## src/rtl/countdown_sequencer_pkg.sv

```systemverilog
// Shared types and helpers for the BCD countdown sequencer.
// Imported by the interface, the prescaler and the top.
package timer_pkg;

    localparam int DIGIT_W    = 4;
    localparam int MAX_DIGITS = 8;
    localparam int MAX_BUS_W  = DIGIT_W * MAX_DIGITS;

    localparam logic [DIGIT_W-1:0] DIGIT_MAX = 4'd9;

    typedef enum logic [2:0] {
        ST_IDLE,
        ST_LOAD,
        ST_SETTLE,
        ST_RUN,
        ST_PAUSE,
        ST_DONE
    } state_t;

    // The caller zero-extends its bus, so unused upper digits read as zero.
    function automatic logic all_zero(input logic [MAX_BUS_W-1:0] bus);
        return (bus == '0);
    endfunction

endpackage

```

## src/rtl/countdown_sequencer_if.sv

```systemverilog
// Control and digit-bus bundle between the sequencer and its environment.
// The sequencer is the slave; the digit-cell side and host form the master.
interface countdown_sequencer_if #(
    parameter int NUM_DIGITS = 3
);
    import timer_pkg::*;

    logic                          start;
    logic                          pause;
    logic                          abort;
    logic [DIGIT_W*NUM_DIGITS-1:0] digits_in;
    logic                          dig_reconfig;
    logic                          dig_enable;
    logic                          dig_borrow_dn;
    logic                          busy;
    logic                          paused;
    logic                          done;
    logic                          expired_pls;

    modport master (
        output start,
        output pause,
        output abort,
        output digits_in,
        input  dig_reconfig,
        input  dig_enable,
        input  dig_borrow_dn,
        input  busy,
        input  paused,
        input  done,
        input  expired_pls
    );

    modport slave (
        input  start,
        input  pause,
        input  abort,
        input  digits_in,
        output dig_reconfig,
        output dig_enable,
        output dig_borrow_dn,
        output busy,
        output paused,
        output done,
        output expired_pls
    );

endinterface

```

## src/rtl/countdown_sequencer_tick_prescaler.sv

```systemverilog
// Free-running 0..TICK_DIV-1 step counter with clear and hold.
// tick marks the last count of each period.
module tick_prescaler #(
    parameter int TICK_DIV = 1000,
    parameter int CNT_W    = 10
) (
    input  logic             clk,
    input  logic             rst,
    input  logic             clr,
    input  logic             hold,
    output logic             tick,
    output logic [CNT_W-1:0] count
);

    localparam logic [CNT_W-1:0] LAST = CNT_W'(TICK_DIV - 1);

    logic [CNT_W-1:0] count_q;
    logic [CNT_W-1:0] count_d;

    // Clear wins over hold; the counter wraps at LAST and never passes it.
    always_comb begin
        count_d = count_q;
        if (clr) begin
            count_d = '0;
        end else if (!hold) begin
            count_d = (count_q == LAST) ? '0 : count_q + 1'b1;
        end
    end

    // Count register.
    always_ff @(posedge clk) begin
        if (rst) begin
            count_q <= '0;
        end else begin
            count_q <= count_d;
        end
    end

    assign tick  = (count_q == LAST);
    assign count = count_q;

endmodule

```

## src/rtl/countdown_sequencer.sv

```systemverilog
// Controller for a chain of cascaded BCD countdown digit cells.
// Loads 9s, paces decrement pulses and detects terminal count.
module countdown_sequencer
    import timer_pkg::*;
#(
    parameter int NUM_DIGITS = 3,
    parameter int TICK_DIV   = 1000,
    parameter int CNT_W      = 10
) (
    input  logic                  clk,
    input  logic                  rst,
    countdown_sequencer_if.slave  bus
);

    // Expiry is judged once the borrow ripple from the last pulse has settled.
    localparam logic [CNT_W-1:0] EXP_CNT = CNT_W'(NUM_DIGITS + 1);

    state_t state_q;
    state_t state_d;

    logic             reconfig_q;
    logic             enable_q;
    logic             borrow_q;
    logic             busy_q;
    logic             paused_q;
    logic             done_q;
    logic             expired_q;

    logic             borrow_d;
    logic             done_d;
    logic             restartable;
    logic             expiry;

    logic             pre_clr;
    logic             pre_hold;
    logic             pre_tick;
    logic [CNT_W-1:0] pre_count;

    tick_prescaler #(
        .TICK_DIV (TICK_DIV),
        .CNT_W    (CNT_W)
    ) u_prescaler (
        .clk   (clk),
        .rst   (rst),
        .clr   (pre_clr),
        .hold  (pre_hold),
        .tick  (pre_tick),
        .count (pre_count)
    );

    // The count only advances in RUN, so it is frozen across PAUSE and
    // always restarts from zero on RUN entry after SETTLE.
    assign pre_clr  = bus.abort ||
                      !(state_q inside {ST_RUN, ST_PAUSE});
    assign pre_hold = (state_q != ST_RUN);

    assign restartable = state_q inside {ST_IDLE, ST_RUN, ST_PAUSE, ST_DONE};

    assign expiry = all_zero(MAX_BUS_W'(bus.digits_in)) &&
                    (pre_count == EXP_CNT);

    // Next state; abort beats start, start beats pause, pause beats expiry.
    always_comb begin
        state_d = state_q;
        if (bus.abort) begin
            state_d = ST_IDLE;
        end else if (bus.start && restartable) begin
            state_d = ST_LOAD;
        end else begin
            case (state_q)
                ST_IDLE:   state_d = ST_IDLE;
                ST_LOAD:   state_d = ST_SETTLE;
                ST_SETTLE: state_d = ST_RUN;
                ST_RUN: begin
                    if (bus.pause) begin
                        state_d = ST_PAUSE;
                    end else if (expiry) begin
                        state_d = ST_DONE;
                    end
                end
                ST_PAUSE: begin
                    if (!bus.pause) begin
                        state_d = ST_RUN;
                    end
                end
                ST_DONE:   state_d = ST_DONE;
                default:   state_d = ST_IDLE;
            endcase
        end
    end

    // A pulse is only issued when RUN continues, so any restart, pause,
    // abort or expiry in that cycle swallows it.
    assign borrow_d = (state_q == ST_RUN) &&
                      (state_d == ST_RUN) &&
                      pre_tick;

    // done is sticky; set on DONE entry, cleared by abort or a new load.
    assign done_d = (state_d == ST_DONE) ||
                    (done_q && !bus.abort && (state_d != ST_LOAD));

    // State and all outputs registered from the next-state decision.
    always_ff @(posedge clk) begin
        if (rst) begin
            state_q    <= ST_IDLE;
            reconfig_q <= 1'b0;
            enable_q   <= 1'b0;
            borrow_q   <= 1'b0;
            busy_q     <= 1'b0;
            paused_q   <= 1'b0;
            done_q     <= 1'b0;
            expired_q  <= 1'b0;
        end else begin
            state_q    <= state_d;
            reconfig_q <= (state_d == ST_LOAD);
            enable_q   <= (state_d == ST_RUN);
            borrow_q   <= borrow_d;
            busy_q     <= state_d inside {ST_LOAD, ST_SETTLE,
                                          ST_RUN, ST_PAUSE};
            paused_q   <= (state_d == ST_PAUSE);
            done_q     <= done_d;
            expired_q  <= (state_d == ST_DONE) && (state_q != ST_DONE);
        end
    end

    assign bus.dig_reconfig  = reconfig_q;
    assign bus.dig_enable    = enable_q;
    assign bus.dig_borrow_dn = borrow_q;
    assign bus.busy          = busy_q;
    assign bus.paused        = paused_q;
    assign bus.done          = done_q;
    assign bus.expired_pls   = expired_q;

endmodule
```

## src/flat_wrapper.sv

```systemverilog
// flat-port wrapper written by rule: the top's interface ports become plain ports
module countdown_sequencer_flat import timer_pkg::*;
#(
    parameter int NUM_DIGITS = 3,
    parameter int TICK_DIV   = 1000,
    parameter int CNT_W      = 10
)
  (clk, rst, bus_start, bus_pause, bus_abort, bus_digits_in, bus_dig_reconfig, bus_dig_enable, bus_dig_borrow_dn, bus_busy, bus_paused, bus_done, bus_expired_pls);
  countdown_sequencer_if #(.NUM_DIGITS(NUM_DIGITS)) bus_i ();
  input  logic clk;
  input  logic rst;
  input wire logic [$bits(bus_i.start)-1:0] bus_start;
  input wire logic [$bits(bus_i.pause)-1:0] bus_pause;
  input wire logic [$bits(bus_i.abort)-1:0] bus_abort;
  input wire logic [$bits(bus_i.digits_in)-1:0] bus_digits_in;
  output wire logic [$bits(bus_i.dig_reconfig)-1:0] bus_dig_reconfig;
  output wire logic [$bits(bus_i.dig_enable)-1:0] bus_dig_enable;
  output wire logic [$bits(bus_i.dig_borrow_dn)-1:0] bus_dig_borrow_dn;
  output wire logic [$bits(bus_i.busy)-1:0] bus_busy;
  output wire logic [$bits(bus_i.paused)-1:0] bus_paused;
  output wire logic [$bits(bus_i.done)-1:0] bus_done;
  output wire logic [$bits(bus_i.expired_pls)-1:0] bus_expired_pls;
  assign bus_i.start = bus_start;
  assign bus_i.pause = bus_pause;
  assign bus_i.abort = bus_abort;
  assign bus_i.digits_in = bus_digits_in;
  assign bus_dig_reconfig = bus_i.dig_reconfig;
  assign bus_dig_enable = bus_i.dig_enable;
  assign bus_dig_borrow_dn = bus_i.dig_borrow_dn;
  assign bus_busy = bus_i.busy;
  assign bus_paused = bus_i.paused;
  assign bus_done = bus_i.done;
  assign bus_expired_pls = bus_i.expired_pls;
  countdown_sequencer #(.NUM_DIGITS(NUM_DIGITS), .TICK_DIV(TICK_DIV), .CNT_W(CNT_W)) u_core (.clk(clk), .rst(rst), .bus(bus_i));
endmodule
```

## config.mk

```make
export PLATFORM = sky130hd
export DESIGN_NAME = countdown_sequencer_flat
export DESIGN_NICKNAME = d
export VERILOG_FILES = /design/src/rtl/countdown_sequencer_pkg.sv /design/src/rtl/countdown_sequencer_if.sv /design/src/rtl/countdown_sequencer_tick_prescaler.sv /design/src/rtl/countdown_sequencer.sv /design/src/flat_wrapper.sv
export SDC_FILE = /design/constraint.sdc
export NUM_CORES = 1
export LEC_CHECK = 0
export ABC_AREA = 1
export BUFFER_PORTS_ARGS = -buffer_cell sky130_fd_sc_hd__buf_4
export CAP_MARGIN = 25
export CORE_UTILIZATION = 53
export CTS_CLUSTER_SIZE = 24
export DETAILED_ROUTE_END_ITERATION = 16
export PLACE_DENSITY = 0.82
export SLEW_MARGIN = 10
export SYNTH_ARGS = -nofsm -noshare
export SYNTH_HDL_FRONTEND = slang
export SYNTH_HIERARCHICAL = 1
export SYNTH_SLANG_ARGS = --single-unit
```

## constraint.sdc

```tcl
create_clock -name clk -period 1.4 [get_ports clk]
set_input_delay 0.28 -clock clk [delete_from_list [all_inputs] [get_ports clk]]
set_output_delay 0.28 -clock clk [all_outputs]
set_load 0.01 [all_outputs]
```

; Yosys cells after proc, flatten, opt, wreduce, memory -nomap -nowiden
; Cells that the tools add are included.
[totals]
regBits = 20
latchBits = 0
ramBits = 0
mem_bits_ro = 0
input_bits = 17
output_inout_bits = 7
wordCells = 49
mem_count = 0
[classes]
addsub = 1
multipliers = 0
div = 0
order_cmp = 0
eq_ne = 15
shifts = 0
mux = 7
n_bitwise = 0
reduce_logical = 17
[ops]
columns = op, count
row1 = $mux 3, 5
row2 = $pmux 3 s5, 1
row3 = $eq 3x2->1 const B, 4
row4 = $eq 3x3->1 const B, 4
row5 = $logic_not 12->1, 1
row6 = $add 10x1->10 const B, 1
row7 = $eq 10x10->1 const B, 1
row8 = $eq 10x3->1 const B, 1
row9 = $mux 10, 1
row10 = $reduce_bool 4->1, 2
row11 = $logic_and 1x1->1, 7
row12 = $eq 3x1->1 const B, 2
row13 = $logic_not 3->1, 1
row14 = $ne 3x1->1 const B, 1
row15 = $ne 3x2->1 const B, 1
row16 = $ne 3x3->1 const B, 1
row17 = $logic_not 1->1, 2
row18 = $logic_or 1x1->1, 2
row19 = $reduce_bool 2->1, 1
row20 = $reduce_or 2->1, 1

; Depth between registers and ports, before layout
; Gate-level depths: netlist (run 1).
[logic_depth]
word_depth = 10
mapped_depth = 11
depth_no_buf = 11

; Cells and area by module
; The synthesis (run 1) kept the hierarchy.
[by_module_without_submodules]
columns = module, instances, cells_each, area_each_um2, seq_area_each_um2
row1 = countdown_sequencer, 1, 88, 579.3, 200.2
row2 = tick_prescaler, 1, 78, 541.8, 200.2

; Worst setup path after synthesis (run 1)
; Ideal clock, no wire load.
[synth_path]
kind = reg2reg
startpoint = register u_core.state_q[2]
endpoint = register u_core.u_prescaler.count_q[2] (netlist: u_core/u_prescaler/count[2])
setup_time_ns = 0.086
arrival_time_ns = 1.159
t_required_ns = 1.314
path_slack_ns = 0.155
stages_incl_launch_ff = 8
path_buffers = 0
period_less_slack_ns = 1.245
cell_sequence = dfxtp_1 -> inv_1 -> nand3_2 -> o21ai_1 -> nand2_1 -> nor2_1 -> inv_1 -> a211oi_1
[synth_via]
elab_cells_between_ends = 7
cone_classes = 3 x eq/ne / 4 x reduce/logical
[synth_lines]
columns = item, line_no
row1 = "start, declared", countdown_sequencer.sv:18  ; state_t state_q;
row2 = "start signal, assigned", countdown_sequencer.sv:114  ; state_q <= state_d;
row3 = $ne 3x2->1, countdown_sequencer.sv:55  ; assign pre_hold = (state_q != ST_RUN);
row4 = named net u_core.pre_hold, countdown_sequencer.sv:35  ; logic pre_hold;
row5 = "end signal, assigned", countdown_sequencer_tick_prescaler.sv:35  ; count_q <= count_d;
row6 = "end, declared", countdown_sequencer_tick_prescaler.sv:17  ; logic [CNT_W-1:0] count_q;
; The timed path passes the listed nets, and every way through them passes these cells.
; A chain may end at the register's enable or synchronous reset.

; Worst setup path after layout (run 1)
[layout_path]
startpoint = register u_core.u_prescaler.count_q[4] (netlist: u_core/u_prescaler/count[4])
endpoint = register u_core.busy_q (netlist: u_core/bus.busy)
[layout_via]
elab_chain_cells = 9
elab_cells_between_ends = 12
cone_classes = 5 x eq/ne / 5 x mux / 2 x reduce/logical
[layout_lines]
columns = item, line_no
row1 = $eq 10x3->1 *, countdown_sequencer.sv:60  ; (pre_count == EXP_CNT);
row2 = $logic_and 1x1->1 *, countdown_sequencer.sv:59  ; assign expiry = all_zero(MAX_BUS_W'(bus.digits_in)) &&
row3 = $mux 3 *, countdown_sequencer.sv:77  ; end else if (expiry) begin
row4 = $mux 3 *, countdown_sequencer.sv:75  ; if (bus.pause) begin
row5 = $pmux 3 s5 *, countdown_sequencer.sv:70  ; case (state_q)
row6 = $mux 3 *, countdown_sequencer.sv:67  ; end else if (bus.start && restartable) begin
row7 = $mux 3 *, countdown_sequencer.sv:65  ; if (bus.abort) begin
row8 = "$eq 3x1->1, or another cell as far along", countdown_sequencer.sv:118  ; busy_q <= state_d inside {ST_LOAD, ST_SETTLE,
row9 = $reduce_bool 4->1 *, countdown_sequencer.sv:118
row10 = "end signal, assigned", countdown_sequencer.sv:118
row11 = "end, declared", countdown_sequencer.sv:24  ; logic busy_q;
; Every way passes the cells marked *; elsewhere a longest branch is shown, timed or not.

==> results of run 1 <==
==> critical path: stages (launching register included) <==
cell	delay, ns
dfxtp_2	0.34
nor2_1	0.09
nand3_1	0.13
nor2_2	0.17
nand3_1	0.08
nand2_1	0.08
nand2_2	0.08
nand2_2	0.11
nand2_1	0.06
nand2_1	0.06
nand2_1	0.04
==> final cells by class <==
type                       instances  area (um^2)
multi-input combinational        123          663
fill                             156          541
sequential                        20          412
timing repair buffer              26          195
inverter                          22         85.1
tap                               27         33.8
clock inverter                     1         30.0
clock buffer                       3         22.5
==> cells in the mapped netlist <==
cell type / count
a211oi_1: 1
a21boi_2: 1
a21oi_1: 5
a21oi_2: 2
and3_1: 1
buf_2: 1
dfxtp_1: 20
ha_1: 1
inv_1: 17
inv_2: 4
inv_4: 1
nand2_1: 36
nand2_2: 6
nand2_4: 1
nand3_1: 7
nand3_2: 3
nand4_1: 5
nor2_1: 36
nor2_2: 2
nor2_4: 2
nor2b_4: 1
nor3_1: 3
nor3_2: 2
o21ai_0: 2
o21ai_1: 3
o21bai_2: 1
or2_0: 1
xor2_1: 1
==> flip-flops by register name, summed over array words and instances, names as in the netlist <==
register                  count
u_core/bus.dig_borrow_dn      1
u_core/bus.paused             1
u_core/bus.dig_enable         1
u_core/bus.dig_reconfig       1
u_core/bus.expired_pls        1
u_core/u_prescaler/count     10
u_core/state_q                3
u_core/bus.busy               1
u_core/bus.done               1
==> worst max path at each step <==
stage / startpoint / to / depth (start not counted) / slack [ns]
after floorplan: u_core/state_q[2] / u_core/u_prescaler/count[2] / 7 / 0.16
after global placement: bus_digits_in[1] / u_core/bus.busy / 10 / 0.02
after detailed placement: u_core/state_q[2] / u_core/u_prescaler/count[2] / 7 / -0.04
after CTS: u_core/state_q[2] / u_core/bus.busy / 8 / 0.003
after global routing: u_core/u_prescaler/count[4] / u_core/bus.busy / 10 / -0.04
final: u_core/u_prescaler/count[4] / u_core/bus.busy / 10 / 0.07
==> cell families (layout without fill, tap and decap cells) <==
| kind of cell | Yosys count | in the layout | share of synthesized area [%] |
|---|---|---|---|
| AOI/OAI and AO/OA | 15 | 15 | 8.71 |
| xor gates and xnor gates | 1 | 1 | 0.781 |
| adders and majority gates | 1 | 1 | 1.12 |
| buffers and inverters | 23 | 52 | 8.04 |
| DFF | 20 | 20 | 35.7 |
| and+or+nand+nor | 106 | 106 | 45.6 |
==> report_power, final <==
group | switching [mW] | internal [mW] | leakage, nW
registers | 0.00355 | 0.572 | 0.165
logic | 0.0395 | 0.0471 | 0.437
clock network | 0.172 | 0.289 | 0.0279
==> what timing repair did <==
action	in CTS	in global routing
hold buffers	0	0
pin swaps	0	8
buffers inserted	0	1
gates resized for setup	1	19
setup endpoints to repair	8	15
==> routing by layer <==
metal	GRT usage [%]	up-vias	share of wire, %
li1	-	584	-
met1	21.4	490	41
met2	43.8	16	56
met3	4.53	2	2.6
met4	6.67	0	0.50
met5	0	-	0
==> key figures, run 1 <==
Power and ir drop
  • Pwr dens: 779 nW/um^2
  • Worst vdd ir: 0.739 mV
  • Leak Pwr: 0.630 nW
  • Power, Total: 1.12 mW

Placement
  • PortBufs: 23
  • Final GP Congestion: 0.842
  • HPWL Detailed: 1.86 mm
  • Post-Place Cells: 217
  • Setup Slack @ Placement: -0.0367 ns
  • Placed Instance Area: 1340 um^2

Detailed routing
  • DR vias: 1,092
  • Post-DR vias/cell: 4.92
  • DRT iter0 DRCs: 10
  • Drt drc: 0
  • WL/cell: 10.8 um
  • Routed WL: 2.40 mm
  • Pre-Repair DR Iteration Count: 4
  • Post-route ant nets: 0

Critical path
  • Worst-path fanout max: 3
  • CP startpoint kind: flop
  • Worst path required time: 1.61 ns
  • Kind of critical path: reg -> reg
  • Reg-to-Reg Start: u_core/u_prescaler/count[4]
  • Critical Path End Type: flop
  • Reg2Reg Setup Slack: 0.07 ns
  • Worst reg2reg path depth: 10
  • Worst endpoint data arrival time: 1.53 ns
  • RR Endpoint: u_core/bus.busy

Floorplan
  • DIE AREA: 2300 um^2
  • FP Rows: 16
  • Die X: 48.0 um
  • Initial Util: 56.6%
  • Die height: 48.0 um
  • I/O pin total: 24
  • Core area: 1980 um^2

Synthesis
  • Area share of the largest cell type after synthesis: 35.7%
  • Mapped Area: 1120 um^2
  • Post-Synthesis Cells: 166
  • Netlist cell types: 28
  • Flop and latch count out of synthesis: 20
  • Synth Net Count: 184
  • Post-synthesis sequential area ratio: 35.7%
  • Area leader, netlist: dfxtp_1
  • Avg Inst Size Synth: 6.75 um^2
  • Largest cells by area after synthesis: dfxtp_1 36%, nand2_1 12%, nor2_1 12%, inv_1 5.7%, nand2_2 3.3%
  • Syn. warnings: 6

Timing
  • RSZ-0062 raised after global routing: yes
  • Endpoints failing hold: 0
  • Tmin final: 1.33 ns
  • Worst rel slew slack: 85.8%
  • Hold WS: 0.217 ns
  • Total negative slack: 0 ns
  • Worst slew pin tran: 0.211 ns
  • Final period util: 94.8%
  • Max-slew violation count: 0
  • Worst setup margin: 0.0725 ns
  • Peak Freq: 753 MHz
  • Final setup fails: 0
  • Max Clock Skew: 0.00340 ns

Global route
  • Initial antenna violation count: 0
  • Gr ovfl total: 0
  • GRT Total Usage: 21.6%
  • Vias in the first global route: 903
  • Largest net degree at the start of global routing: 13
  • First-pass GRT wire length: 3.41 mm

Clock network
  • Clock slew at reported path FFs: 0.11 ns
  • Clock Latency Late Sink: 0.29 ns
  • CTS root buffer: clkbuf_4
  • Max H-tree Level: 1
  • TritonCTS buffer count: 3
  • Max Buffers Root-to-Sink: 2
  • TritonCTS Sinks: 20
  • CTS tree: done

Final layout
  • Final Instance Count excl. Fillers: 222
  • Final Cell Area: 1440 um^2
  • Utilization after layout: 72.7%
  • Area grow syn2layout: 28.6%
  • Fin nets: 214
  • Share of cells above drive strength 1: 37.4%
  • Most common cell after layout, fill and taps aside: nor2_1
  • Commonest non-fill, non-tap cells in the layout: 33 x nor2_1, 32 x nand2_1, 26 x buf_4
  • N_diodes: 0

Min path
  • Hold Path End: u_core/state_q[2]
  • Min-delay src: rst
  • HP Class: in -> reg
  • WHS Path Cells: 2

Status
  • Status: completed

Job
  • Max Cap Viol: 0
No activity file was read; power rests on OpenSTA's default activity.
==> run 2: changes to the inputs <==
- CORE_UTILIZATION: 53 -> 57
- CTS_CLUSTER_DIAMETER: unset -> 200
- PLACE_DENSITY: 0.82 -> 0.87
- REMOVE_ABC_BUFFERS: unset -> 1
- clock period: 1.4 -> 1.7 ns (I/O delays scaled with it)
==> key figures, run 2 (synthesis results as in run 1) <==
Final layout
  • Share of cells above drive strength 1: 28.1% (-9.3 points)
  • Fin nets: 211 (-1.4%)
  • Commonest non-fill, non-tap cells in the layout: 36 x nand2_1, 35 x nor2_1, 23 x buf_4
  • Most common cell after layout, fill and taps aside: nand2_1
  • Area grow syn2layout: 22.7%
  • Max reg flops: 10 (unchanged)
  • Utilization after layout: 77.1% (+4.4 points)
  • N_diodes: 0 (unchanged)

Timing
  • Endpoints failing hold: 0 (unchanged)
  • Final period util: 89.8% (-5.0 points)
  • Total negative slack: 0 ns (unchanged)
  • Final setup fails: 0 (unchanged)
  • Peak Freq: 655 MHz (-13%)
  • Max-slew violation count: 0 (unchanged)
  • RSZ-0062 raised after global routing: no
  • Worst slew pin tran: 0.259 ns (+0.0477 ns)
  • Tmin final: 1.53 ns (+0.199 ns)
  • Worst rel slew slack: 82.7% (-3.1 points)
  • Max Clock Skew: 0.00416 ns (+0.000755 ns)

Placement
  • HPWL Detailed: 1.92 mm (+3.5%)
  • PortBufs: 23 (unchanged)
  • Final GP Congestion: 0.854 (+1.4%)

Detailed routing
  • Pre-Repair DR Iteration Count: 5 (+1)
  • Post-DR vias/cell: 5.36 (+9.0%)
  • Drt drc: 0 (unchanged)
  • DR vias: 1,163 (+6.5%)
  • DRT iter0 DRCs: 87 (+77)
  • Routed WL: 2.62 mm (+8.9%)
  • Post-route ant nets: 0 (unchanged)
  • WL/cell: 12.1 um (+11%)

Critical path
  • CP startpoint kind: flop
  • CP max stage cell: dfxtp_1
  • Critical Path End Type: flop
  • Critical path, cell by cell: nand3_2 -> o21ai_1 -> nand2_1 -> nor2_2 -> inv_1 -> a211oi_1
  • Worst-path fanout max: 6 (+3)
  • Kind of critical path: reg -> reg
  • Worst endpoint data arrival time: 1.75 ns (+0.22 ns)
  • Worst path required time: 1.93 ns (+0.32 ns)
  • CP peak stage delay: 0.44 ns (+0.10 ns)

Global route
  • First-pass GRT wire length: 4.16 mm (+22%)
  • Largest net degree at the start of global routing: 13 (unchanged)
  • Initial antenna violation count: 0 (unchanged)
  • Vias in the first global route: 1,066 (+18%)
  • Gr ovfl total: 0 (unchanged)
  • GRT Total Usage: 27.3% (+5.7 points)

Clock network
  • Cts hold-fix bufs: 0 (unchanged)
  • CTS tree: done
  • Clock Latency Late Sink: 0.30 ns (about the same)
  • CTS root buffer: clkbuf_4
  • TritonCTS Sinks: 20 (unchanged)
  • Max H-tree Level: 1 (unchanged)
  • Clock slew at reported path FFs: 0.12 ns (about the same)
  • TritonCTS buffer count: 3 (unchanged)
  • Max Buffers Root-to-Sink: 2 (unchanged)

Floorplan
  • Die X: 46.4 um (-3.4%)
  • Die height: 46.4 um (-3.4%)
  • Core area: 1780 um^2 (-10%)
  • DIE AREA: 2150 um^2 (-6.7%)
  • I/O pin total: 24 (unchanged)
  • FP Rows: 15 (-1)
  • Initial Util: 62.9% (+6.3 points)

Min path
  • HP Class: in -> reg

Power and ir drop
  • Worst vdd ir: 0.521 mV (-29%)
  • Pwr dens: 683 nW/um^2 (-12%)
  • Leak Pwr: 0.609 nW (-3.4%)

Job
  • Max Cap Viol: 0 (unchanged)

Status
  • Status: completed
run 2: cell count changes in the layout (fill, tap and decap cells not counted), moves of 2 or more:
cell | previous run | this run
nor2_2 | 5 | 3
dfxtp_1 | 13 | 20
dfxtp_2 | 6 | 0
buf_4 | 26 | 23
nand2_1 | 32 | 36
nor2_1 | 33 | 35
nand2_2 | 10 | 6
run 2: worst paths after layout:
kind | cells past startpoint | startpoint | to | slack [ns]
worst max-delay path | 6 | u_core/state_q[1] | u_core/u_prescaler/count[2] | 0.17
worst min-delay path | 2 | rst | u_core/bus.dig_borrow_dn | 0.27
worst max register to register | 6 | u_core/state_q[1] | u_core/u_prescaler/count[2] | 0.17
worst min register to register | 2 | u_core/bus.done | u_core/bus.done | 0.49
run 2: through the flow:
step / cell area (um^2) / cells / power, mW / setup slack [ns] / hold WS, ns
6_report: 1380 / 217 / 0.939 / 0.174 / 0.274
5_1_grt: 1380 / 217 / 0.969 / 0.0471 / 0.265
4_1_cts: 1370 / 217 / 0.940 / 0.145 / 0.268
3_5_place_dp: 1320 / 213 / 0.555 / 0.235 / 0.471
3_3_place_gp: 1320 / 213 / 0.553 / 0.299 / 0.467
2_1_floorplan: 1120 / 165 / 0.514 / 0.455 / 0.409
run 2: repair_timing:
item | 4_1_cts | 5_1_grt
buffers inserted | 0 | 0
resized for setup | 0 | 1
endpoints found under the setup margin | 0 | 2
run 2: metal layers:
metal	up-vias	GRT usage, %	part of all wire (%)
met5	-	0	0
met2	72	46.4	48
met4	0	15.3	3.7
li1	579	-	-
met3	18	5.49	7.4
met1	494	31.4	41
run 2: area by class of cell:
type,count,area [um^2]
multi-input cells,123,633
fillers,138,408
flip-flops and latches,20,400
repair buffers,23,173
inverters,22,85.1
well taps,25,31.3
clock inverters,1,30.0
clock buffers,3,22.5
run 2: power breakdown:
group          switching (mW)  internal, mW
registers             0.00257         0.473
clock network           0.155         0.238
logic                  0.0317        0.0379
total                   0.190         0.749
run 2: critical path, delay by kind of cell (launching register included):
kind / cells / cell delay, ns
DFF: 1 / 0.44
AOI/OAI and AO/OA: 2 / 0.39
and+or+nand+nor: 3 / 0.50
buffers and inverters: 1 / 0.11
